--- config.mk ---
export PLATFORM = sky130hd
export DESIGN_NAME = xor_stream_decoder
export DESIGN_NICKNAME = d
export VERILOG_FILES = /design/src/rtl/xor_stream_pkg.sv /design/src/rtl/xor_stream_decoder_byte_fifo2.sv /design/src/rtl/xor_stream_decoder.sv
export SDC_FILE = /design/constraint.sdc
export NUM_CORES = 1
export LEC_CHECK = 0
export ABC_AREA = 1
export CORE_MARGIN = 5
export CORE_UTILIZATION = 35
export CTS_BUF_LIST = sky130_fd_sc_hd__clkbuf_4 sky130_fd_sc_hd__clkbuf_8
export DETAILED_ROUTE_END_ITERATION = 10
export PLACE_DENSITY_LB_ADDON = 0.1
export RECOVER_POWER = 25
export SYNTH_ARGS = -nofsm -noshare
export SYNTH_HDL_FRONTEND = slang
export SYNTH_SLANG_ARGS = --single-unit
--- constraint.sdc ---
create_clock -name clk -period 1.6 [get_ports clk]
set_input_delay 0.16 -clock clk [delete_from_list [all_inputs] [get_ports clk]]
set_output_delay 0.16 -clock clk [all_outputs]
set_load 0.01 [all_outputs]
--- src/rtl/xor_stream_pkg.sv ---
// Shared definitions for the XOR stream decoder.
//   state_t           : framing FSM states (HUNT / DATA)
//   SYNC_WORD_DEFAULT : default decoded-bit pattern that opens a frame
//   FRAME_LEN_DEFAULT : default number of payload bytes per frame
package xor_stream_pkg;

  typedef enum logic {
    HUNT = 1'b0,
    DATA = 1'b1
  } state_t;

  localparam logic [7:0] SYNC_WORD_DEFAULT = 8'hA5;
  localparam int unsigned FRAME_LEN_DEFAULT = 4;

endpackage

--- src/rtl/xor_stream_decoder_byte_fifo2.sv ---
// Two-entry byte FIFO sitting between the frame assembler and the consumer.
//   clk, rst   : clock, asynchronous active-high reset
//   push       : write data this cycle (ignored when full)
//   data       : byte to write
//   pop_req    : consumer ready; a pop happens only when the FIFO is non-empty
//   head       : oldest entry, 8'h00 while empty
//   valid      : FIFO not empty
//   full       : FIFO holds two entries
module byte_fifo2 (
  input  logic       clk,
  input  logic       rst,
  input  logic       push,
  input  logic [7:0] data,
  input  logic       pop_req,
  output logic [7:0] head,
  output logic       valid,
  output logic       full
);

  logic [7:0] mem [2];
  logic       wr_ptr;
  logic       rd_ptr;
  logic [1:0] count;
  logic       do_push;
  logic       do_pop;

  assign valid   = (count != 2'd0);
  assign full    = (count == 2'd2);
  assign do_pop  = pop_req && valid;
  // A push into a full FIFO cannot happen because the producer is throttled
  // by full; the guard only keeps the storage consistent regardless.
  assign do_push = push && !full;
  assign head    = valid ? mem[rd_ptr] : 8'h00;

  always_ff @(posedge clk or posedge rst) begin
    if (rst) begin
      mem[0] <= 8'h00;
      mem[1] <= 8'h00;
      wr_ptr <= 1'b0;
      rd_ptr <= 1'b0;
      count  <= 2'd0;
    end else begin
      if (do_push) begin
        mem[wr_ptr] <= data;
        wr_ptr      <= ~wr_ptr;
      end
      if (do_pop) begin
        rd_ptr <= ~rd_ptr;
      end
      case ({do_push, do_pop})
        2'b10:   count <= count + 2'd1;
        2'b01:   count <= count - 2'd1;
        default: count <= count;
      endcase
    end
  end

endmodule

--- src/rtl/xor_stream_decoder.sv ---
// XOR stream decoder: descrambles a keyed serial bit stream, hunts for a
// sync word and assembles the following FRAME_LEN payload bytes (MSB first)
// into a 2-entry output FIFO.
//   clk, rst  : clock, asynchronous active-high reset
//   in_bit    : encoded serial bit
//   in_key    : key bit sampled together with in_bit
//   in_valid  : in_bit/in_key valid
//   in_ready  : a bit is accepted this cycle (low only when the FIFO is full)
//   out_byte  : head-of-FIFO decoded byte (8'h00 while empty)
//   out_valid : FIFO not empty
//   out_ready : consumer takes out_byte
//   in_frame  : FSM is in DATA
module xor_stream_decoder
  import xor_stream_pkg::*;
#(
  parameter logic [7:0]  SYNC_WORD = SYNC_WORD_DEFAULT,
  parameter int unsigned FRAME_LEN = FRAME_LEN_DEFAULT
) (
  input  logic       clk,
  input  logic       rst,
  input  logic       in_bit,
  input  logic       in_key,
  input  logic       in_valid,
  output logic       in_ready,
  output logic [7:0] out_byte,
  output logic       out_valid,
  input  logic       out_ready,
  output logic       in_frame
);

  localparam logic [7:0] LAST_BYTE = 8'(FRAME_LEN - 1);

  state_t     state_q;
  state_t     state_d;
  logic [7:0] window_q;
  logic       prev_q;
  logic [2:0] bit_cnt_q;
  logic [7:0] byte_cnt_q;
  logic [6:0] data_sr_q;

  logic       fifo_full;
  logic       accept;
  logic       d;
  logic [7:0] window_upd;
  logic [7:0] byte_asm;
  logic       push;

  assign in_ready   = !fifo_full;
  assign accept     = in_valid && in_ready;
  assign d          = in_bit ^ prev_q ^ ~in_key;
  assign window_upd = {window_q[6:0], d};
  assign byte_asm   = {data_sr_q, d};
  assign in_frame   = (state_q == DATA);

  always_ff @(posedge clk or posedge rst) begin
    if (rst) begin
      state_q <= HUNT;
    end else begin
      state_q <= state_d;
    end
  end

  always_comb begin
    state_d = state_q;
    push    = 1'b0;
    case (state_q)
      HUNT: begin
        if (accept && (window_upd == SYNC_WORD)) begin
          state_d = DATA;
        end
      end
      DATA: begin
        if (accept && (bit_cnt_q == 3'd7)) begin
          push = 1'b1;
          if (byte_cnt_q == LAST_BYTE) begin
            state_d = HUNT;
          end
        end
      end
      default: state_d = HUNT;
    endcase
  end

  always_ff @(posedge clk or posedge rst) begin
    if (rst) begin
      window_q   <= 8'h00;
      prev_q     <= 1'b0;
      bit_cnt_q  <= 3'd0;
      byte_cnt_q <= 8'd0;
      data_sr_q  <= 7'd0;
    end else if (accept) begin
      prev_q <= in_bit;
      if (state_q == HUNT) begin
        window_q <= window_upd;
        if (state_d == DATA) begin
          bit_cnt_q  <= 3'd0;
          byte_cnt_q <= 8'd0;
        end
      end else begin
        data_sr_q <= byte_asm[6:0];
        bit_cnt_q <= bit_cnt_q + 3'd1;
        if (push) begin
          byte_cnt_q <= byte_cnt_q + 8'd1;
          // Frame complete: restart hunting from a clean window and
          // a zero differential reference.
          if (state_d == HUNT) begin
            window_q   <= 8'h00;
            prev_q     <= 1'b0;
            byte_cnt_q <= 8'd0;
          end
        end
      end
    end
  end

  byte_fifo2 u_fifo (
    .clk     (clk),
    .rst     (rst),
    .push    (push),
    .data    (byte_asm),
    .pop_req (out_ready),
    .head    (out_byte),
    .valid   (out_valid),
    .full    (fifo_full)
  );

endmodule

# After elaboration in Yosys (flattened, before gate mapping)
# Index checks and enable logic that the tools add are counted.
[totals]
elab_cells = 74
output_inout_bits = 11
ff_bits = 47
[classes]
bitwise_logic = 8
reduce_logical = 14
magnitude_cmp = 3
n_eq_ne = 8
addsub = 4
mux = 26
[ops]
columns = ["operator", "n"]
rows = [
  ["two-way mux 8 bit", 9],
  ["two-way mux 7 bit", 3],
  ["bitwise mux 16 bit", 1],
  ["adder 8 x 1 -> 8 bit (second input constant)", 1],
  ["demux 8 bit (select 1 bit)", 1],
  ["equality test 8 x 2 -> 1 bit (second input constant)", 1],
  ["equality test 8 bit (second input constant)", 1],
  ["two-way mux 1 bit", 8],
  ["logical AND 1 bit", 6],
  ["two-way mux 3 bit", 2],
  ["AND reduction 3 bit", 2],
  ["nonzero test 2 bit", 3],
  ["equality test 2 bit (second input constant)", 2],
  ["greater-or-equal comparator 2 bit (second input constant)", 2],
  ["NOT 1 bit", 4],
  ["NOT 1 -> 2 bit", 2],
  ["case mux 2 bit (2 select lines)", 1],
  ["AND reduction 2 bit", 2],
  ["adder 3 x 1 -> 3 bit (second input constant)", 1],
  ["equality test 3 bit (second input constant)", 1],
  ["adder 2 x 1 -> 2 bit (second input constant)", 1],
  ["equality test 2 x 1 -> 1 bit (second input constant)", 1],
  ["< comparator 2 x 1 -> 1 bit (second input constant)", 1],
  ["!= test 2 x 1 -> 1 bit (second input constant)", 1],
  ["other kinds (5)", 6],
]

# Logic depth before layout (Yosys ltp)
# Gate-level depths: netlist of run 1.
[logic_depth]
word_depth = 9
ltp_mapped = 12

# Hierarchy
# Synthesis of run 1 repeated with hierarchy kept, for this count alone.
[unflattened]
hier_cells = 305
hier_area_um2 = 2493.6
[modules_own_cells]
columns = ["module", "cells_each", "area_each_um2", "seq_area_each_um2", "n_inst"]
rows = [
  ["xor_stream_decoder", 177, 1455.1, 675.6, 1],
  ["byte_fifo2", 128, 1038.5, 500.5, 1],
]

# Worst setup path before layout of run 1
# OpenSTA, ideal clock, no wires.
[synth_timing]
path_type = "reg2reg"
start = "register state_q (netlist: in_frame)"
end = "register u_fifo.count[1]"
arrival_time_ns = 1.637
n_path_buf = 1
stages_incl_launch_ff = 11
setup_slack_ns = -0.161
period_less_slack_ns = 1.761
required_ns = 1.476
path_cell_list = "dfrtp_1 > buf_2 > inv_2 > nor2_8 > inv_4 > nor2_8 > inv_2 > ha_1 > a21oi_1 > o21ai_0 > xnor2_1"
[synth_via]
elab_chain_len = 4
word_cells_on_any_way = 6
classes_between = "eq/ne (2); mux (2); reduce/logical (2)"
[synth_rtl]
columns = ["item", "line", "rtl"]
rows = [
  ["start: declaration", "xor_stream_decoder.sv:33", "state_t state_q;"],
  ["start signal: assignment", "xor_stream_decoder.sv:59", "state_q <= state_d;"],
  ["two-way mux 1 bit *", "xor_stream_decoder.sv:66", "case (state_q)"],
  ["logical AND 1 bit *", "xor_stream_decoder_byte_fifo2.sv:32", "assign do_push = push && !full;"],
  ["equality test 2 x 1 -> 1 bit or equality test 2 bit (tied branches)", "xor_stream_decoder_byte_fifo2.sv:50", "case ({do_push, do_pop})"],
  ["case mux 2 bit (2 select lines) or nonzero test 2 bit (tied branches)", "n/a", ""],
  ["end signal: assignment", "xor_stream_decoder_byte_fifo2.sv:51", "2'b10: count <= count + 2'd1;"],
  ["end signal: assignment", "xor_stream_decoder_byte_fifo2.sv:52", "2'b01: count <= count - 2'd1;"],
  ["end signal: assignment", "xor_stream_decoder_byte_fifo2.sv:53", "default: count <= count;"],
  ["end: declaration", "xor_stream_decoder_byte_fifo2.sv:23", "logic [1:0] count;"],
]
# Mark *: on every way between the ends. The rest lies on a longest branch, timed or not.
# A chain may end at the register's enable or synchronous reset.

# Worst setup path after layout of run 1
[layout_timing]
start = "register state_q (netlist: in_frame)"
end = "output port in_frame"
[layout_lines]
columns = ["item", "line", "rtl"]
rows = [
  ["end: declaration", "xor_stream_decoder.sv:28", "output logic in_frame"],
]
# No word-level cell between the ends.

==> out/metrics.cfg, run 1 <==
[outcome]
status=complete, but fails checks
violations=negative setup slack

[drt]
drtPass1Iterations=4
drtAntennaViolNets=0
drc=0
first_iter_violations=62
wl_um=5100
vias=1862
routedWlPerCell_um=12.7
routed_via_density=4.63

[clock_tree]
cts-buffers-inserted=5
cts_buffer_depth=2
htree_levels=2
clkTransAtPathRegs_ns=0.09
cts_tree=yes
clock_sinks=47
cts_root_buffer=clkbuf_8
cts_hold_buffers=0
clk_latency_ns=0.30

[power_and_ir_drop]
power.share.clock_pct=20.5
p_per_area_mw_per_mm2=1530
peakVddDrop_uv=817
combPwrFrac_pct=40.6
p_leak_nw=1.48
switching_share_pct=36.4
netSwitchingPower_mw=1.69
pwr-share-seq_pct=39.0
p_int_mw=2.94
power.total_mw=4.63

[logic_synthesis]
synth_top_family_by_area=simple AND/OR/NAND/NOR gates
synth.area.mux_share_pct=0
syn_inst=273
syn_avg_cell_area_sq_um=8.41
synth_fp_nets=283
async_reset_ff_share_pct=100
synthAdderAreaFrac_pct=2.18
synth-seq-cells=47
synth_compound_area_share_pct=13.1
yosys_warnings=0
ys_types=28
yosysSeqAreaShare_pct=51.3
synth_xor_area_share_pct=1.53
synth_flop_cell=dfrtp_1
synth-simple-area-share_pct=24.3
synth-edff-count=0
synthesis.area_sq_mm=0.00229

[sta]
hold_ws_ns=0.481
finalHoldViolations=0
fin_crit_sh_pct=102
setup_tns_ns=-0.0248
worstMarginPinSlew_ns=1.18
skew_ns=0.00518
setup_viol=1
slew_violations=0
max_slew_margin_pct=21.4
rsz0062_at_grt=true
setup_ws_ns=-0.0248
fin_crit_ns=1.62
fmaxAchievable_mhz=615

[finish]
drive_above_1_share_pct=27.7
area.sequential_sq_mm=0.00118
final_common_cell=nand2_1
multiInputGateArea_sq_mm=0.00110
final_area_sq_mm=0.00303
final_cell_mix=nand2_1 (84), dfrtp_1 (47), buf_4 (26), inv_1 (25), nor2_1 (15)
nets=334
diodes=0
final_util_pct=47.8
fin_cells=402
syn_to_final_growth_pct=32.2
fillers=626

[placed_design]
hpwl_um=3350
post-place-ws_ns=-0.152
placed_cell_area_sq_mm=0.00273
port-buffer-count=16
dp.cells=383
gp_congestion=0.732

[setup_path]
reg2reg_depth=11
cpPeakStageDelay_ns=0.57
required_ns=1.44
path_cells=buf_4, clkdlybuf4s50_1
rrSetupSlack_ns=0
arrival_ns=1.46
cp_slowest_cell=clkdlybuf4s50_1
rr_startpoint=u_fifo.count[1]$_DFFE_PP0P_
path_class=reg -> out
r2r_end=u_fifo.count[1]$_DFFE_PP0P_
end_kind=output pin
worstPathMaxFanout=8
start_kind=flop

[global_route]
grt_overflow=0
grt_pass1_wl_um=8380
met3_usage_pct=2.98
antenna_found_initial=0
grt_max_degree=48
grt_pass1_vias=1768
use_met1_pct=17.1
met2_usage_pct=19.1
track_usage_pct=12.3
grt_busiest_layer=met2

[hold_path]
holdCritStartpoint=window_q[6]$_DFFE_PP0P_
hp-class=reg -> reg
min_path_cells=2
min_to=window_q[6]$_DFFE_PP0P_

[floorplanning]
rows=29
die_x_um=91.0
ioPinCount=17
die_y_um=91.0
core_area_sq_mm=0.00635
die_area_sq_mm=0.00828
start_util_pct=36.1

[run]
drv_cap=0

-- flip-flops by register name, indices dropped and copies added (netlist names) --
name and count:
bit_cnt_q 3, byte_cnt_q 8, data_sr_q 7, in_frame 1, prev_q 1, u_fifo.count 2
u_fifo.mem 16, u_fifo.rd_ptr 1, u_fifo.wr_ptr 1, window_q 7
-- critical path, delay by kind of cell (launching register included) --
family | cells | cell delay (ns)
buffers and inverters | 2 | 0.80
flip-flops | 1 | 0.37
-- power groups by stage --
| stage | clock [mW] | combinational (mW) | sequential [mW] |
|---|---|---|---|
| final | 0.947 | 1.88 | 1.80 |
| after global routing | 1.01 | 2.11 | 1.86 |
| after CTS | 0.968 | 1.80 | 1.80 |
| after detailed placement | 0 | 1.75 | 1.82 |
| after global placement | 0 | 1.73 | 1.82 |
| after floorplan | 0 | 1.05 | 1.79 |
-- synth_stat cells, types with 3 or more instances --
master    n  area (sq um)
a21oi_1  12          60.1
dfrtp_1  47          1180
ha_1      4          50.1
inv_1    30           113
inv_2     4          15.0
nand2_1  86           323
nand2_2   5          31.3
nand3_1  10          50.1
nor2_1   19          71.3
o21a_1    3          22.5
o21ai_0  18          90.1
o21ai_1   3          15.0
o21ai_2   7          61.3
o31ai_1   4          30.0
-- how the worst max path moves through the flow --
stage	cells after the start	end	startpoint
after floorplan	11	u_fifo.count[1]$_DFFE_PP0P_	u_fifo.count[0]$_DFFE_PP0P_
after global placement	10	u_fifo.count[1]$_DFFE_PP0P_	in_valid
after detailed placement	10	u_fifo.count[1]$_DFFE_PP0P_	in_valid
after CTS	11	u_fifo.count[1]$_DFFE_PP0P_	u_fifo.count[1]$_DFFE_PP0P_
after global routing	11	u_fifo.count[1]$_DFFE_PP0P_	u_fifo.count[1]$_DFFE_PP0P_
final	2	in_frame	in_frame$_DFF_PP0_
-- logic make-up (layout without fill, tap and decap cells) --
kind of cell / after synthesis / after routing
xor gates and xnor gates: 4 / 4
adders and majority gates: 4 / 4
DFF: 47 / 47
and+or+nand+nor: 127 / 129
AOI/OAI and AO/OA: 50 / 50
buffers and inverters: 41 / 91
-- timing repair --
action	in CTS	in global routing
setup buffers	3	6
pin swaps	4	6
resized for setup	23	43
endpoints found under the hold margin	0	0
setup endpoints to repair	21	35
cloned	0	2
-- per-layer routing --
metal | part of all wire, % | routed length [um]
met2 | 47 | 2410
met3 | 2.5 | 129
met5 | 0 | 0
met1 | 49 | 2510
met4 | 0.88 | 45
-- layout make-up --
class                   count  share of cell area, %
well taps                  77                   3.18
flip-flops and latches     47                   38.8
repair buffers             48                   12.8
inverters                  35                   4.87
clock buffers               6                   2.72
clock inverters             2                   1.28
multi-input cells         187                   36.4
No activity file was read; power rests on OpenSTA's default activity.
==> run 2: changes to the inputs <==
--- a/config.mk
+++ b/config.mk
@@ -8,3 +8,4 @@
 export ABC_AREA = 1
-export CORE_MARGIN = 5
+export CELL_PAD_IN_SITES_DETAIL_PLACEMENT = 0
+export CELL_PAD_IN_SITES_GLOBAL_PLACEMENT = 1
 export CORE_UTILIZATION = 35
==> constraint.sdc (replaced) <==
create_clock -name clk -period 1.6 [get_ports clk]
set_input_delay 0.32 -clock clk [delete_from_list [all_inputs] [get_ports clk]]
set_output_delay 0.32 -clock clk [all_outputs]
set_load 0.01 [all_outputs]
==> out/metrics.cfg, run 2 (same netlist as run 1, synthesis figures left out) <==
[global_route]
grt_overflow=0
met2_usage_pct=20.6
grt_busiest_layer=met1
grt_max_degree=20
grt_pass1_vias=1710
met3_usage_pct=3.38
antenna_found_initial=0
track_usage_pct=15.2
grt_pass1_wl_um=8330
use_met1_pct=23.5

[placed_design]
gp_congestion=0.686
hpwl_um=3460
port-buffer-count=16
placed_cell_area_sq_mm=0.00277
post-place-ws_ns=-0.296

[finish]
syn_to_final_growth_pct=30.4
largest_reg_flops=16
drive_above_1_share_pct=27.8
final_cell_mix=nand2_1 (83), dfrtp_1 (47), inv_1 (26), buf_4 (24), nor2_1 (16)
diodes=0
largest-register=u_fifo.mem
final_common_cell=nand2_1
final_area_sq_mm=0.00299
nets=333
top_regs=u_fifo.mem: 16 flops, byte_cnt_q: 8 flops

[power_and_ir_drop]
power.share.clock_pct=16.7
power.total_mw=4.53
p_int_mw=2.83
combPwrFrac_pct=42.7
netSwitchingPower_mw=1.70
pwr-share-seq_pct=40.6
switching_share_pct=37.5
p_leak_nw=1.48
peakVddDrop_uv=829
p_per_area_mw_per_mm2=1510

[floorplanning]
die_x_um=83.0
core_area_sq_mm=0.00635
start_util_pct=36.1
ioPinCount=17
die_area_sq_mm=0.00688
rows=29
die_y_um=83.0

[drt]
first_iter_violations=58
drtPass1Iterations=4
routed_via_density=4.56
wl_um=4780
routedWlPerCell_um=11.9
drtAntennaViolNets=0
drc=0
vias=1828

[setup_path]
end_kind=flop
r2r_end=u_fifo.count[1]$_DFFE_PP0P_
reg2reg_depth=12
rr_startpoint=u_fifo.count[0]$_DFFE_PP0P_
start_kind=flop
rrSetupSlack_ns=-0.0007
arrival_ns=1.80
required_ns=1.80
path_class=reg -> reg
worstPathMaxFanout=4

[clock_tree]
clk_latency_ns=0.31
clkTransAtPathRegs_ns=0.09
cts_root_buffer=clkbuf_8
cts-buffers-inserted=5
htree_levels=2
clock_sinks=47
cts_tree=yes
cts_buffer_depth=2

[sta]
fin_crit_sh_pct=100
setup_tns_ns=-0.000705
hold_ws_ns=0.476
setup_viol=1
skew_ns=0.00613
finalHoldViolations=0
max_slew_margin_pct=61.3
rsz0062_at_grt=true
fin_crit_ns=1.60
worstMarginPinSlew_ns=0.581
fmaxAchievable_mhz=625
slew_violations=0
setup_ws_ns=-0.000705

[hold_path]
min_to=window_q[2]$_DFFE_PP0P_
hp-class=reg -> reg
holdCritStartpoint=window_q[2]$_DFFE_PP0P_
min_path_cells=2

[outcome]
status=complete, but fails checks
violations=negative setup slack

[run]
drv_cap=0

run 2: changes by cell type in the layout (fill, tap and decap cells not counted), moves of 3 or more:
cell / change
buf_2: +7
clkbuf_2: -6
nor2_4: -3
o31ai_1: +3
run 2: cell type report:
class / count / area, sq um
fillers: 635 / 3360
inverters: 35 / 154
repair buffers: 49 / 420
clock inverters: 2 / 16.3
well taps: 77 / 96.3
flip-flops and latches: 47 / 1180
multi-input cells: 185 / 1050
clock buffers: 6 / 76.3
run 2: worst max path at each step:
stage / from / end / slack (ns)
floorplan: u_fifo.count[0]$_DFFE_PP0P_ / u_fifo.count[1]$_DFFE_PP0P_ / -0.008
global placement: in_valid / u_fifo.count[1]$_DFFE_PP0P_ / -0.29
detailed placement: in_valid / u_fifo.count[1]$_DFFE_PP0P_ / -0.30
CTS: u_fifo.count[0]$_DFFE_PP0P_ / u_fifo.count[1]$_DFFE_PP0P_ / -0.01
global route: u_fifo.count[0]$_DFFE_PP0P_ / u_fifo.count[1]$_DFFE_PP0P_ / -0.13
finish: u_fifo.count[0]$_DFFE_PP0P_ / u_fifo.count[1]$_DFFE_PP0P_ / -0.0007
run 2: power by group through the flow:
stage	Clock (mW)	Combinational (mW)	Sequential [mW]
2_1_floorplan	0	1.05	1.79
3_3_place_gp	0	1.74	1.82
3_5_place_dp	0	1.75	1.82
4_1_cts	0.779	1.82	1.82
5_1_grt	0.831	2.17	1.90
6_report	0.756	1.93	1.84
run 2: per-layer routing:
metal	part of all wire, %	up-vias	wire length (um)
met5	0	-	0
met2	42	18	2030
met4	1.4	0	65
li1	-	965	-
met3	2.4	7	116
met1	54	838	2570
run 2: critical path, stage by stage, from the launching register on:
cell and delay (ns):
dfrtp_1 0.39, buf_6 0.12, inv_4 0.03, nand2_4 0.08, nand2_8 0.07, nor2_8 0.10
inv_4 0.05, nor2_8 0.10, inv_6 0.05, ha_4 0.21, a21oi_2 0.11, o21ai_2 0.07
xnor2_1 0.11
run 2: stage by stage:
stage               util [%]  instances
finish                  47.1        401
global route            47.1        401
CTS                     45.7        399
detailed placement      43.6        387
global placement        43.6        387
floorplan                  -        273
run 2: timing repair:
item / in CTS / in global routing
buffers inserted: 4 / 2
hold buffers: 0 / 0
gates resized for setup: 55 / 27
cloned: 1 / 0
hold endpoints to repair: 0 / 0
setup endpoints to repair: 25 / 43
pin swaps: 3 / 5
==> run 3: changes to the inputs <==
Clock period 1.6 ns to 1.3 ns, I/O delays scaled along.
==> out/metrics.cfg, run 3 (same netlist as run 1, synthesis figures left out) <==
[sta]
fin_crit_ns=1.64
fmaxAchievable_mhz=609
setup_viol=49
slew_violations=0
max_slew_margin_pct=64.5
setup_tns_ns=-10.42
fin_crit_sh_pct=126
rsz0062_at_grt=true
skew_ns=0.00406
worstMarginPinSlew_ns=0.533
finalHoldViolations=0
setup_ws_ns=-0.343

[power_and_ir_drop]
peakVddDrop_uv=1050
p_leak_nw=1.78
power.total_mw=6.98
p_per_area_mw_per_mm2=1860

[drt]
drc=0
met1Wirelength_um=2810
first_iter_violations=71
routedWlPerCell_um=12.8
drtPass1Iterations=4
wl_um=5780
drtAntennaViolNets=0
routed_via_density=4.63
met2_length_um=2780
vias=2090
routed.top_layer=met4
dr_wl_met3_um=118

[setup_path]
path_cells=buf_6, nand2_4, nand2_4, nor2_8, inv_4, nor2_8, inv_6, ha_4, a21oi_2, o21ai_2, xnor2_1
cp.depth=11
cpPeakStageDelay_ns=0.41
reg2reg_depth=11
arrival_ns=1.84
required_ns=1.49
path_class=reg -> reg
cp_num_buf_inv=3
start_kind=flop
end_kind=flop
worstPathMaxFanout=6
cp_slowest_cell=dfrtp_1
path_delay_family=flip-flops

[floorplanning]
die_area_sq_mm=0.00688
ioPinCount=17
die_x_um=83.0
die_y_um=83.0
start_util_pct=36.1
rows=29
core_area_sq_mm=0.00635

[finish]
final_area_sq_mm=0.00374
fillers=578
diodes=0
top_regs=u_fifo.mem: 16 flops, byte_cnt_q: 8 flops
drive_above_1_share_pct=53.2
final_common_cell=buf_4
nets=383
syn_to_final_growth_pct=63.2
largest-register=u_fifo.mem
final_cell_mix=buf_4 (52), nand2_1 (49), dfrtp_1 (47), nand2_2 (31), inv_1 (25)
largest_reg_flops=16

[clock_tree]
clk_latency_ns=0.30
cts_buffer_depth=2
clock_sinks=47
cts_tree=yes
cts_hold_buffers=0
cts_root_buffer=clkbuf_8
cts-buffers-inserted=5
clkTransAtPathRegs_ns=0.09
htree_levels=2

[outcome]
status=complete, but fails checks
violations=negative setup slack

[placed_design]
hpwl_um=3570
placed_cell_area_sq_mm=0.00301
port-buffer-count=16
gp_congestion=0.739

[global_route]
grt_pass1_vias=1989
grt_overflow=0
antenna_found_initial=0
track_usage_pct=16.9
grt_max_degree=22
grt_pass1_wl_um=9290

[run]
drv_cap=0

[hold_path]
hp-class=in -> async

run 3: changes by cell type in the layout (fill, tap and decap cells not counted), sizes merged:
cell,delta
buf,+48
inv,-3
nand2,+3
bufinv,+2
dlygate4sd2,-2
clkinv,+1
clkinvlp,+1
run 3: worst paths after layout:
kind	endpoint	slack (ns)	start
max	u_fifo.count[1]$_DFFE_PP0P_	-0.34	u_fifo.count[1]$_DFFE_PP0P_
min reg2reg	bit_cnt_q[1]$_DFFE_PP0P_	0.49	bit_cnt_q[1]$_DFFE_PP0P_
min	u_fifo.mem[2]$_DFFE_PP0P_	0.38	rst
max reg2reg	u_fifo.count[1]$_DFFE_PP0P_	-0.34	u_fifo.count[1]$_DFFE_PP0P_
max in group asynchronous	byte_cnt_q[2]$_DFFE_PP0P_	0.11	rst
min in group clk	bit_cnt_q[1]$_DFFE_PP0P_	0.49	bit_cnt_q[1]$_DFFE_PP0P_
run 3: cell type report:
cell class	instances	area, sq um	area share, %
repair buffers	95	815	21.8
clock inverters	2	60.1	1.60
repair inverters	1	11.3	0.301
clock buffers	6	76.3	2.04
inverters	35	159	4.24
multi-input cells	188	1350	36.1
flip-flops and latches	47	1180	31.4
well taps	77	96.3	2.57
run 3: stage by stage:
step,worst slack (ns),util (%),hold slack [ns],std cells
floorplan,-0.308,-,0.283,273
detailed placement,-0.572,47.4,0.460,414
global route,-0.397,59.0,0.389,451
global placement,-0.545,47.4,0.462,414
CTS,-0.295,54.1,0.246,438
finish,-0.343,59.0,0.376,451
run 3: what timing repair did:
| action | CTS | global route |
|---|---|---|
| endpoints found under the setup margin | 50 | 51 |
| gates resized for setup | 104 | 79 |
| buffers inserted | 16 | 15 |
| pin swaps | 14 | 21 |
| gates cloned | 2 | 3 |
run 3: power by group:
part | switching (mW) | internal [mW]
Sequential | 0.385 | 1.93
Combinational | 1.59 | 1.78
Clock | 0.501 | 0.790
Total | 2.48 | 4.50
run 3: layer usage:
layer,up-vias,GRT usage (%)
met5,-,0
li1,1072,-
met3,8,2.98
met4,0,6.43
met1,983,23.9
met2,27,25.9
run 3: worst reg2reg max path, cell delays in order (launching register included):
cell	delay, ns
dfrtp_1	0.41
buf_6	0.13
nand2_4	0.07
nand2_4	0.08
nor2_8	0.11
inv_4	0.06
nor2_8	0.10
inv_6	0.06
ha_4	0.21
a21oi_2	0.12
o21ai_2	0.08
xnor2_1	0.12
==> RTL edit 1, RTL diff (settings of run 3) <==
Add an input register stage for `in_key`, without a reset; this delays it by one clock. The other inputs are not delayed to match.
--- a/src/rtl/xor_stream_decoder.sv
+++ b/src/rtl/xor_stream_decoder.sv
@@ -30,6 +30,12 @@
 
   localparam logic [7:0] LAST_BYTE = 8'(FRAME_LEN - 1);
 
+  logic in_key_q;
+
+  always_ff @(posedge clk) begin
+    in_key_q <= in_key;
+  end
+
   state_t     state_q;
   state_t     state_d;
   logic [7:0] window_q;
@@ -47,7 +53,7 @@
 
   assign in_ready   = !fifo_full;
   assign accept     = in_valid && in_ready;
-  assign d          = in_bit ^ prev_q ^ ~in_key;
+  assign d          = in_bit ^ prev_q ^ ~in_key_q;
   assign window_upd = {window_q[6:0], d};
   assign byte_asm   = {data_sr_q, d};
   assign in_frame   = (state_q == DATA);
Function: changed (a bounded check fails within 10 cycles, from zero or initial values and one cycle with rst high).
==> RTL edit 1 against run 3 <==
The run still ends with setup timing left; clock skew grew 0.00077 ns; non-clock buffer count fell by 14; sequential cell count up 1; cell count shrank 1.8%; design area fell by 1.8%; power is 1.2% lower; register-to-register slack improved by 0.07 ns; hold slack improved by 0.12 ns; worst setup slack better by 0.046 ns; synthesized cell count up 3.3%; area after synthesis down 0.82%; wire length fell by 1.5%.
==> RTL edit 1: results (changes against run 3) <==
* Status: finished, violations left (unchanged)
* Failing checks: setup timing (unchanged)
* Share of layout cells above drive strength 1 at 46.4% (was 53.2%)
* M1 WL at 2620 um (was 2810 um)
* Multi-input combinational area share at 36.3% (was 36.1%)
* Slowest Stage Delay on Critical Path at 0.44 ns (was 0.41 ns)
* Largest net degree at the start of global routing at 48 (was 22)
* Comb power frac at 50.2% (was 48.3%)
* Clk pwr share at 16.1% (was 18.5%)
* P_leak at 1.84 nW (was 1.78 nW)
* Routed wl met3 at 109 um (was 118 um)
* Worst Path Arrival at 1.34 ns (was 1.84 ns)
* Worst path slowest cell: dfrtp_2 (was dfrtp_1)
* Slew Limit Headroom at 55.8% (was 64.5%)
* Synth cell types at 23 (was 28)
* Placed Area at 2850 um2 (was 3010 um2)
* Number of flip-flops and latches at 48 (was 47)
* Most frequent cells after synthesis: 85 x nand2_1, 47 x dfrtp_1, 34 x inv_1 (was 86 x nand2_1, 47 x dfrtp_1, 30 x inv_1)
* Vias per cell at 4.72 (was 4.63)
* Multi-Input Combinational at 191 (was 188)
* Vias in the first global route at 1963 (was 1989)
* 1st-iter DRT viols at 60 (was 71)
* Met2 wire length at 2930 um (was 2780 um)
* CP Max Fanout at 4 (was 6)
* Nonclk buf count at 81 (was 95)
* Seq area share at 32.6% (was 31.4%)
* First-pass GRT wire length at 9220 um (was 9290 um)
* GP Congestion at 0.786 (was 0.739)
* Nonclk inv count at 38 (was 36)
* Clock skew at 0.00483 ns (was 0.00406 ns)
* Register area share after synthesis at 52.6% (was 51.3%)
* Asr flop ratio synth at 97.9% (was 100%)
* Fin nets at 375 (was 383)
* Final HPWL DP at 3290 um (was 3570 um)
* CTS Buf Count at 5 (unchanged)
* Final TNS setup at -9.31 ns (was -10.42 ns)
* Routed wire per std cell at 12.9 um (was 12.8 um)
* Post-layout worst setup margin at -0.297 ns (was -0.343 ns)
* Worst vdd rail ir drop at 0.971 mV (was 1.05 mV)
* Fillers at 570 (was 578)
* Grt met1 use at 22.7% (was 23.9%)
* Worst slack, placed at -0.476 ns (was -0.572 ns)
* Worst Hold Class: flop to flop (was input pin to asynchronous set/reset pin)
* Clk cell area share at 3.03% (was 3.64%)
* # setup viols final at 56 (was 49)
* M3 GR Usage at 3.74% (was 2.98%)
* Worst reg2reg path depth at 8 (was 11)
* Met2 Use GR at 31.1% (was 25.9%)
* Syn_nets at 292 (was 283)
* Switching Fraction at 36.8% (was 35.5%)
* All-Layer GR Usage at 18.1% (was 16.9%)
* Non-clock buffer share at 21.1% (was 21.8%)
* Area contributors post-synth: dfrtp_1 52%, nand2_1 14%, inv_1 5.6% (was dfrtp_1 51%, nand2_1 14%, inv_1 4.9%)
## RTL edit 1: cell count changes after synthesis, sizes merged, moves of 2 or more
cell,run 3,this run
nand3,10,25
nor2,22,16
nand4,2,7
o31ai,4,0
inv,35,38
o21a,3,0
a21oi,12,10
## RTL edit 1: cell families (layout without fill, tap and decap cells)
group / Yosys count / count (layout) / synth area share (%)
AO/OA/AOI/OAI: 39 / 39 / 8.58
buffers and inverters: 46 / 127 / 8.25
flip-flops: 48 / 48 / 52.6
XOR/XNOR: 4 / 4 / 1.54
AND/OR/NAND/NOR: 141 / 144 / 26.9
adder cells (fa/ha/maj): 4 / 4 / 2.20
## RTL edit 1: timing repair
item | in CTS | in global routing
gates resized for setup | 107 | 72
pin swaps | 11 | 33
hold endpoints to repair | 0 | 0
endpoints found under the setup margin | 57 | 58
buffers inserted | 14 | 10
gates cloned | 4 | 2
## RTL edit 1: through the flow
step           cells  utilization, %  total power [mW]
2_1_floorplan    282               -              3.55
3_3_place_gp     407            45.2              4.50
3_5_place_dp     407            45.2              4.53
4_1_cts          433            52.7              6.36
5_1_grt          443            58.2              7.47
6_report         443            58.2              6.90
## RTL edit 1: path summary, 6_finish.rpt
kind,from,end,slack [ns]
worst max-delay path,u_fifo.count[0]$_DFFE_PP0P_,out_valid,-0.30
worst min-delay path,data_sr_q[5]$_DFFE_PP0P_,data_sr_q[5]$_DFFE_PP0P_,0.49
worst max register to register,u_fifo.count[0]$_DFFE_PP0P_,u_fifo.count[1]$_DFFE_PP0P_,-0.27
worst min register to register,data_sr_q[5]$_DFFE_PP0P_,data_sr_q[5]$_DFFE_PP0P_,0.49
max in group asynchronous,rst,in_frame$_DFF_PP0_,0.16
min in group asynchronous,rst,u_fifo.count[1]$_DFFE_PP0P_,0.65
==> RTL edit 2, RTL diff (config.mk and constraints of run 3) <==
Without the edit above. Make the reset (`rst`) synchronous in 3 clocked blocks. Comments in the files are not updated.
--- a/src/rtl/xor_stream_decoder_byte_fifo2.sv
+++ b/src/rtl/xor_stream_decoder_byte_fifo2.sv
@@ -32,7 +32,7 @@
   assign do_push = push && !full;
   assign head    = valid ? mem[rd_ptr] : 8'h00;
 
-  always_ff @(posedge clk or posedge rst) begin
+  always_ff @(posedge clk) begin
     if (rst) begin
       mem[0] <= 8'h00;
       mem[1] <= 8'h00;
--- a/src/rtl/xor_stream_decoder.sv
+++ b/src/rtl/xor_stream_decoder.sv
@@ -52,7 +52,7 @@
   assign byte_asm   = {data_sr_q, d};
   assign in_frame   = (state_q == DATA);
 
-  always_ff @(posedge clk or posedge rst) begin
+  always_ff @(posedge clk) begin
     if (rst) begin
       state_q <= HUNT;
     end else begin
@@ -81,7 +81,7 @@
     endcase
   end
 
-  always_ff @(posedge clk or posedge rst) begin
+  always_ff @(posedge clk) begin
     if (rst) begin
       window_q   <= 8'h00;
       prev_q     <= 1'b0;
Formal check against the unedited RTL: differs if rst is asserted again (counterexample within 10 cycles, from zero or initial values and one cycle with rst high); with rst held inactive, the same outputs for 10 cycles.
==> RTL edit 2 against run 3 <==
Area after synthesis down 4.9%; wire length fell by 18%; worst setup slack improved by 0.16 ns; first-iteration DRC count fell by 41%; sequential cell count increased by 1; design area shrank 8.1%; hold slack gained 0.082 ns; die area down 4.7%; the run still ends with setup timing left.
Power is not compared: it rests on default switching activity, and its combinational part moved more than twofold at a synthesized area within 25%.
==> RTL edit 2: results (changes against run 3) <==
* Failing checks: setup timing (unchanged)
* 1st-iter DRT viols at 42 (was 71)
* Status: finished, violations left (unchanged)
* Avg Inst Size Synth at 8.12 um2 (was 8.41 um2)
* Post-synth EDFFs at 16 (was 0)
* Worst Hold Class: flop to flop (was input pin to asynchronous set/reset pin)
* Area contributors post-synth: dfxtp_1 29%, edfxtp_1 22%, nand2_1 12% (was dfrtp_1 51%, nand2_1 14%, inv_1 4.9%)
* Vias in the first global route at 1728 (was 1989)
* Final TNS setup at -7.68 ns (was -10.42 ns)
* Least-Margin Pin Slew at 0.402 ns (was 0.533 ns)
* All-Layer GR Usage at 15.0% (was 16.9%)
* Largest net degree at the start of global routing at 17 (was 22)
* Via count at 1939 (was 2090)
* Post-layout worst setup margin at -0.184 ns (was -0.343 ns)
* Met2 Use GR at 27.1% (was 25.9%)
* First-pass GRT wire length at 7560 um (was 9290 um)
* Worst Path Arrival at 1.71 ns (was 1.84 ns)
* Fin nets at 352 (was 383)
* Synth Flop Type: dfxtp_1 (was dfrtp_1)
* Worst slack, placed at -0.458 ns (was -0.572 ns)
* # setup viols final at 67 (was 49)
* Share of layout cells above drive strength 1 at 47.5% (was 53.2%)
* Syn_nets at 279 (was 283)
* Synth cell types at 27 (was 28)
* Asr flop ratio synth at 0% (was 100%)
* GP Congestion at 0.819 (was 0.739)
* CP Max Fanout at 4 (was 6)
* Vias per cell at 4.64 (was 4.63)
* Routed wl met3 at 103 um (was 118 um)
* Placed insts at 397 (was 414)
* M1 WL at 2160 um (was 2810 um)
* Register area share after synthesis at 51.3% (about the same)
==> RTL edit 2: cell type report <==
cell class	count	area [um2]
inverters	31	121
multi-input cells	183	1280
clock inverters	3	68.8
fillers	538	2510
repair buffers	73	673
well taps	75	93.8
clock buffers	5	68.8
flip-flops and latches	48	1130
==> RTL edit 2: cells by family after synthesis <==
group | Yosys count | synth area share, %
AOI/OAI and AO/OA | 51 | 12.4
adders and majority gates | 4 | 2.29
buffers and inverters | 38 | 7.11
DFF | 48 | 51.3
and+or+nand+nor | 128 | 26.9
==> RTL edit 2: final timing paths <==
| path | startpoint | endpoint | slack [ns] | cells past startpoint |
|---|---|---|---|---|
| setup reg to reg | u_fifo.count[0]$_SDFFE_PP0P_ | u_fifo.count[1]$_SDFFE_PP0P_ | -0.18 | 9 |
| hold / removal | u_fifo.rd_ptr$_SDFFE_PP0P_ | flop | 0.46 | 1 |
| hold reg to reg | u_fifo.rd_ptr$_SDFFE_PP0P_ | flop | 0.46 | 1 |
| setup / recovery | u_fifo.count[0]$_SDFFE_PP0P_ | u_fifo.count[1]$_SDFFE_PP0P_ | -0.18 | 9 |
==> RTL edit 2: worst max-delay path, stage by stage (launching register included) <==
cell and delay, ns:
dfxtp_2 0.39, inv_4 0.05, nand2_4 0.06, nand2_4 0.07, nor2_4 0.18, nand2_8 0.09, ha_4 0.28, nor2_2 0.04
and3_1 0.14, nor3_1 0.11
==> RTL edit 2: what timing repair did <==
| item | CTS | global route |
|---|---|---|
| hold endpoints to repair | 0 | 0 |
| setup buffers | 6 | 5 |
| pin swaps | 10 | 12 |
| setup endpoints to repair | 72 | 71 |
| resized for setup | 76 | 66 |
| gates cloned | 1 | 1 |
